$ cat src/rtl/regfile_ctx_engine.sv
// Context save/restore engine for the register file.
// Walks register indices FIRST..LAST. In a save it streams each register out
// over a valid/ready channel. In a restore it writes each accepted stream word
// back into the register file. The core stalls its own register file writes
// while Busy_o is high.
module regfile_ctx_engine #(
    parameter int REG_WIDTH = 32,
    parameter int NUM_REGS  = 32,
    parameter bit SKIP_R0   = 1'b1,
    localparam int IW       = (NUM_REGS > 1) ? $clog2(NUM_REGS) : 1
) (
    input  logic                 Clk_i,
    input  logic                 Rst_i,
    input  logic                 Start_Save_i,
    input  logic                 Start_Restore_i,
    input  logic                 Abort_i,
    output logic                 Busy_o,
    output logic                 Done_o,
    output logic [IW-1:0]        Rf_Ra_Sel_o,
    input  logic [REG_WIDTH-1:0] Rf_Data_i,
    output logic                 Rf_We_o,
    output logic [IW-1:0]        Rf_Rd_Sel_o,
    output logic [REG_WIDTH-1:0] Rf_Data_o,
    output logic [REG_WIDTH-1:0] Save_Data_o,
    output logic                 Save_Valid_o,
    input  logic                 Save_Ready_i,
    input  logic [REG_WIDTH-1:0] Restore_Data_i,
    input  logic                 Restore_Valid_i,
    output logic                 Restore_Ready_o
);

    // Register 0 is hard-wired to zero when SKIP_R0 is set, so the walk starts at 1.
    localparam logic [IW-1:0] FIRST = SKIP_R0 ? IW'(1) : '0;
    localparam logic [IW-1:0] LAST  = IW'(NUM_REGS - 1);

    typedef enum logic [1:0] {
        ST_IDLE    = 2'd0,
        ST_SAVE    = 2'd1,
        ST_RESTORE = 2'd2,
        ST_DONE    = 2'd3
    } state_t;

    state_t        r_state;
    state_t        w_state_nxt;
    logic [IW-1:0] r_idx;
    logic [IW-1:0] w_idx_nxt;

    // State and index registers; reset abandons any sequence in progress.
    always_ff @(posedge Clk_i) begin
        if (Rst_i) begin
            r_state <= ST_IDLE;
            r_idx   <= '0;
        end else begin
            r_state <= w_state_nxt;
            r_idx   <= w_idx_nxt;
        end
    end

    // Next-state logic and combinational handshake/register-file outputs.
    always_comb begin
        w_state_nxt     = r_state;
        w_idx_nxt       = r_idx;
        Busy_o          = 1'b0;
        Done_o          = 1'b0;
        Rf_Ra_Sel_o     = '0;
        Rf_We_o         = 1'b0;
        Rf_Rd_Sel_o     = '0;
        Rf_Data_o       = '0;
        Save_Data_o     = '0;
        Save_Valid_o    = 1'b0;
        Restore_Ready_o = 1'b0;

        case (r_state)
            ST_IDLE: begin
                // Save takes priority when both starts arrive together.
                if (Start_Save_i) begin
                    w_state_nxt = ST_SAVE;
                    w_idx_nxt   = FIRST;
                end else if (Start_Restore_i) begin
                    w_state_nxt = ST_RESTORE;
                    w_idx_nxt   = FIRST;
                end
            end

            ST_SAVE: begin
                Busy_o       = 1'b1;
                Rf_Ra_Sel_o  = r_idx;
                Save_Data_o  = Rf_Data_i;
                Save_Valid_o = !Abort_i;
                if (Abort_i) begin
                    w_state_nxt = ST_IDLE;
                end else if (Save_Ready_i) begin
                    if (r_idx == LAST) begin
                        w_state_nxt = ST_DONE;
                    end else begin
                        w_idx_nxt = r_idx + IW'(1);
                    end
                end
            end

            ST_RESTORE: begin
                Busy_o          = 1'b1;
                Restore_Ready_o = !Abort_i;
                if (Abort_i) begin
                    w_state_nxt = ST_IDLE;
                end else if (Restore_Valid_i) begin
                    // Write strobe only in the handshake cycle; the file captures at this edge.
                    Rf_We_o     = 1'b1;
                    Rf_Rd_Sel_o = r_idx;
                    Rf_Data_o   = Restore_Data_i;
                    if (r_idx == LAST) begin
                        w_state_nxt = ST_DONE;
                    end else begin
                        w_idx_nxt = r_idx + IW'(1);
                    end
                end
            end

            ST_DONE: begin
                Done_o      = 1'b1;
                w_state_nxt = ST_IDLE;
            end

            default: begin
                w_state_nxt = ST_IDLE;
            end
        endcase
    end

endmodule

$ cat config.mk
export PLATFORM = sky130hd
export DESIGN_NAME = regfile_ctx_engine
export DESIGN_NICKNAME = d
export VERILOG_FILES = /design/src/rtl/regfile_ctx_engine.sv
export SDC_FILE = /design/constraint.sdc
export NUM_CORES = 1
export LEC_CHECK = 0
export CAP_MARGIN = 0
export CORE_ASPECT_RATIO = 2
export CORE_MARGIN = 1.5
export CORE_UTILIZATION = 25
export CTS_BUF_LIST = sky130_fd_sc_hd__clkbuf_4 sky130_fd_sc_hd__clkbuf_8
export CTS_CLUSTER_DIAMETER = 120
export DETAILED_ROUTE_END_ITERATION = 7
export PLACE_DENSITY = 0.85
export SLEW_MARGIN = 15
export SYNTH_ARGS = -nofsm -noshare
export SYNTH_HDL_FRONTEND = slang
export SYNTH_SLANG_ARGS = --single-unit
$ cat constraint.sdc
create_clock -name Clk_i -period 2.45 [get_ports Clk_i]
set_clock_uncertainty 0.1 [all_clocks]
set_input_delay 0.49 -clock Clk_i [delete_from_list [all_inputs] [get_ports Clk_i]]
set_output_delay 0.49 -clock Clk_i [all_outputs]
set_load 0.01 [all_outputs]
# After elaboration in Yosys (flattened, before gate mapping)
# Index checks and enable logic that the tools add are counted.
[word_totals] inputBits=71 register_bits=7
[classes] mux=31 n_reduce_logical=6 n_eq_ne=11 n_addsub=1
[ops] cell="$mux W32" n=4
[ops] cell="$mux W5" n=11
[ops] cell="$pmux W5 S3" n=1
[ops] cell="$mux W2" n=7
[ops] cell="$ne A3 B3 Y1 const B" n=3
[ops] cell="$ne A2 B2 Y1 const B" n=4
[ops] cell="$pmux W2 S4" n=1
[ops] cell="$mux W1" n=7
[ops] cell="$reduce_and A6 Y1" n=1
[ops] cell="$add A5 B1 Y5 const B" n=1
[ops] cell="$eq A5 B5 Y1 const B" n=1
[ops] cell="$eq A2 B2 Y1 const B" n=2
[ops] cell="$reduce_and A3 Y1" n=1
[ops] cell="$reduce_bool A3 Y1" n=1
[ops] cell="$eq A2 B1 Y1 const B" n=1
[ops] cell="$logic_not A2 Y1" n=1
[ops] cell="$reduce_or A2 Y1" n=1
[ops] cell="$logic_not A1 Y1" n=1

# Depth between registers and ports, before layout
[depth] word_depth=5 mapped_depth=7

# Least setup slack after synthesis
# OpenSTA, ideal clock, no wires.
[synth_path] path_type="reg2out" start="register r_state[0]" end="output port Rf_Data_o[10]" arrival_time_ns=1.324 required_ns=1.860 path_slack_ns=0.536 stages_incl_launch_ff=7 path_cell_list="dfxtp_1 inv_1 ha_1 and3_1 clkbuf_1 buf_2 and2_1"
[synth_via] elab_chain_len=2
[synth_lines] element="start, declared" line="43" rtl="state_t r_state;"
[synth_lines] element="start signal, assigned" line="54" rtl="r_state <= w_state_nxt;"
[synth_lines] element="$eq A2 B2 Y1" line="73" rtl="case (r_state)"
[synth_lines] element="$mux W32" line="73"
[synth_lines] element="end, declared" line="23" rtl="output logic [REG_WIDTH-1:0] Rf_Data_o,"
# No other way between the ends.

# Final worst setup path
[layout_path] start="input port Restore_Valid_i" end="output port Rf_Data_o[3]"
[layout_via] elab_chain_len=3
[layout_lines] element="start, declared" line="28" rtl="input logic Restore_Valid_i,"
[layout_lines] element="$mux W32" line="106" rtl="end else if (Restore_Valid_i) begin"
[layout_lines] element="$mux W32" line="104" rtl="if (Abort_i) begin"
[layout_lines] element="$mux W32" line="73"
# No other way between the ends.

==> flow_summary.rst <==
.. list-table::
   :header-rows: 1

   * - Metric
     - Value
   * - Clock tree root driver cell
     - clkbuf_8
   * - Async SR Flop Fraction
     - 0%
   * - Power density relative to cell area
     - 629 nW/um^2
   * - Share of total power in the clock network
     - 10.3%
   * - Met2 Wirelength
     - 2770 um
   * - FMAX
     - 0.418 GHz
   * - Area of the multi-input gates
     - 857 um^2
   * - Total wire length after detailed routing
     - 5290 um
   * - Vertical extent of the die
     - 94.5 um
   * - Critical path start-end classification
     - in2out
   * - TritonCTS buffer count
     - 3
   * - Initial cell density of the core
     - 25.9%
   * - Area growth syn-to-layout
     - 157%
   * - Maximum Capacitance Violations
     - 0
   * - Area used by sequential logic in the layout
     - 141 um^2
   * - CP Cell Sequence
     - clkdlybuf4s50_1, and3_4, buf_4, buf_12, and2_1, clkdlybuf4s15_1
   * - Routed Antenna Nets
     - 0
   * - Switching power summed over all nets
     - 676 uW
   * - Total of hold buffers inserted after clock tree synthesis
     - 0
   * - Number of H-tree levels
     - 1
   * - Final Max Tran Viols
     - 0
   * - Mean instance size in the synthesized netlist
     - 7.17 um^2
   * - Register area share after synthesis
     - 13.4%
   * - Maximum net fanout on the critical path
     - 19
   * - Worst vdd rail ir drop
     - 0.721 mV
   * - Status
     - finished, final reports clean
   * - Met3 wire length
     - 588 um
   * - Setup slack after layout
     - 59.3 ps
   * - Biggest cell delay along the critical path
     - 480 ps
   * - Largest family of logic cells by synthesized area
     - simple AND/OR/NAND/NOR gates
   * - Uppermost metal layer occupied by signal nets
     - met4
   * - TritonCTS clock tree
     - yes
   * - Number of warnings issued by yosys
     - 0
   * - Clock latency on the worst-skew pair
     - 230 ps
   * - Share of post-route cells with drive strength above 1
     - 10.3%
   * - Arrival time of the worst setup path
     - 1800 ps
   * - Post-route DRC violation count
     - 0
   * - End of the critical path
     - Rf_Data_o[3]
   * - Total track usage
     - 22.9%
   * - Post-DP HPWL
     - 4300 um
   * - Ratio of routed vias to standard cells
     - 4.53
   * - Unique masters post-synth
     - 27
   * - Min Tclk post-route
     - 2390 ps
   * - Synth Net Count
     - 225
   * - Via count of the first global-routing pass
     - 1576
   * - Leading cell types by count after synthesis
     - and2_1 (74), a21oi_1 (8), ha_1 (8)
   * - Cell type with the highest aggregate area in the netlist
     - and2_1
   * - Final GP Congestion
     - 0.733
   * - Area share of the largest cell type after synthesis
     - 44.2%
   * - Count of buffers inserted at the top-level ports
     - 149
   * - Core area
     - 4050 um^2
   * - Congestion Overflow GR
     - 0
   * - Die area
     - 4610 um^2
   * - Filler cell count in the final layout
     - 379
   * - Mapped cell area
     - 1050 um^2
   * - Detailed Routing Iterations Pass 1
     - 4
   * - Wire length on met1
     - 1890 um
   * - Setup slack on the worst flop-to-flop path
     - 490 ps
   * - Net count reported at finish
     - 380
   * - Simple-gate area share of the yosys netlist
     - 59.3%
   * - Leakage power
     - 1.14 nW
   * - Length in cells of the worst reg-to-reg path
     - 7
   * - Die X
     - 48.8 um
   * - Clk pin slew, worst setup/hold paths
     - 40 ps
   * - Critical path's slowest cell
     - clkdlybuf4s50_1
   * - Starting DRT DRC Count
     - 16
   * - Endpoint of the worst register-to-register path
     - r_idx[3]$_SDFFE_PP0P_
   * - Ant diodes
     - 0
   * - Initial antenna violation count
     - 0
   * - Number of hold-slack violations in the final timing report
     - 0
   * - Worst slew margin
     - 75.8%
   * - Most common cell in the netlist
     - and2_1
   * - RSZ-0062 raised after global routing
     - false
   * - Routed wirelength normalized by instance count
     - 15.0 um
   * - Count of flip-flops with a built-in enable after synthesis
     - 0
   * - Required time worst endpoint
     - 1860 ps
   * - Beginning of the critical path
     - Restore_Valid_i
   * - Compound-Gate Fraction of Synth Area
     - 12.5%
   * - Internal power component
     - 1.02 mW
   * - Fraction of synthesized cell area in xor and xnor cells
     - 0%
   * - Number of sinks on the clock net
     - 7
   * - Prevailing post-synth register cell
     - dfxtp_1
   * - Setup-failing EPs final
     - 0
   * - Fraction of power spent switching nets
     - 40.0%
   * - Core occupancy in the finished layout
     - 66.5%
   * - R2R Path Start
     - r_state[0]$_SDFFE_PP0P_
   * - Wire length of the first global-routing pass
     - 8220 um
   * - Worst min-delay path class
     - reg2reg
   * - Fin crit share
     - 97.6%
   * - Pre-CTS setup slack
     - -204 ps
   * - Power share of the sequential group
     - 10.2%
   * - Critical path startpoint category
     - input pin
   * - Deepest clock path buffer count
     - 2
   * - TNS Setup
     - 0 ps
   * - Sum of internal, switching and leakage power
     - 1.69 mW
   * - Multiplexer area fraction after synthesis
     - 0%
   * - Logic pwr share
     - 79.5%
   * - Area share of fa/ha/maj cells after synthesis
     - 9.56%
   * - Top cells by area, synth
     - and2_1 (44%), dfxtp_1 (13%), ha_1 (9.6%)
   * - Placement row count
     - 33
   * - Critical path endpoint category
     - output port
   * - I/O Pins
     - 150
   * - Overall via count from detail_route
     - 1594
   * - Post-synthesis cell count
     - 146
   * - Pin count of the biggest net entering global routing
     - 21
   * - Number of synthesized register bits
     - 7
   * - Slew at the pin closest to its max-slew limit
     - 360 ps
==> metal layers <==
metal,GRT usage (%),vias up
met5,0,-
met4,5.95,0
met3,9.18,4
met2,43.2,101
met1,22.9,705
li1,-,784
==> flip-flops by register name (all words and copies together) (netlist names) <==
name	cells
r_state	2
r_idx	5
==> critical path, delay by kind of cell <==
kind	cells	cell delay, ps
AND/OR/NAND/NOR	2	350
buffers and inverters	4	960
==> worst min path at each step <==
stage | slack, ps | to | start | depth (start not counted)
6_report | 410 | r_state[1]$_SDFFE_PP0P_ | r_state[1]$_SDFFE_PP0P_ | 1
4_1_cts | 420 | r_idx[4]$_SDFFE_PP0P_ | r_idx[4]$_SDFFE_PP0P_ | 2
2_1_floorplan | 360 | r_idx[3]$_SDFFE_PP0P_ | r_idx[3]$_SDFFE_PP0P_ | 2
3_5_place_dp | 410 | r_idx[4]$_SDFFE_PP0P_ | r_idx[4]$_SDFFE_PP0P_ | 2
5_1_grt | 420 | r_idx[3]$_SDFFE_PP0P_ | r_idx[3]$_SDFFE_PP0P_ | 2
3_3_place_gp | 400 | r_idx[4]$_SDFFE_PP0P_ | r_idx[4]$_SDFFE_PP0P_ | 2
==> layout by cell type, fill, tap and decap left out, drive strengths merged <==
cell type	n
buf	9
inv	5
ha	8
o21ai	4
dfxtp	7
o211a	1
clkdlybuf4s50	111
bufbuf	1
clkdlybuf4s15	26
dlygate4sd2	2
nor3	2
a211o	1
nand3	1
nand4	4
and3	2
and4	2
o21a	2
and2	74
nor2	1
or2b	1
clkbuf	14
nor2b	6
nor3b	1
nand2	1
o31ai	3
or3	1
o211ai	1
a21oi	8
a21boi	1
==> what timing repair did <==
action	in CTS	in global routing
gates resized for setup	43	47
gates cloned	1	0
setup endpoints to repair	37	72
buffers inserted	1	0
hold endpoints to repair	0	0
==> layout make-up <==
cell class	count	area share (%)
clock buffers	4	1.81
inverters	5	0.697
multi-input cells	125	31.8
flip-flops and latches	7	5.25
well taps	52	2.42
repair buffers	159	58.0
==> cell families after synthesis <==
group | count (synthesis)
flip-flops | 7
AO/OA/AOI/OAI | 21
AND/OR/NAND/NOR | 96
adder cells (fa/ha/maj) | 8
buffers and inverters | 14
==> metrics by stage <==
step / instances / hold WS [ps] / instance area, um^2
floorplan: 146 / 364 / 1050
detailed placement: 346 / 409 / 2640
global route: 352 / 423 / 2690
global placement: 346 / 398 / 2640
CTS: 352 / 416 / 2690
finish: 352 / 413 / 2690
==> power by group through the flow <==
| stage | logic, mW | registers, mW | clock network (mW) |
|---|---|---|---|
| floorplan | 0.649 | 0.171 | 0 |
| global placement | 1.31 | 0.172 | 0 |
| detailed placement | 1.33 | 0.173 | 0 |
| CTS | 1.34 | 0.172 | 0.180 |
| global route | 1.46 | 0.177 | 0.195 |
| finish | 1.34 | 0.173 | 0.174 |
(Power assumes the default switching activity.)
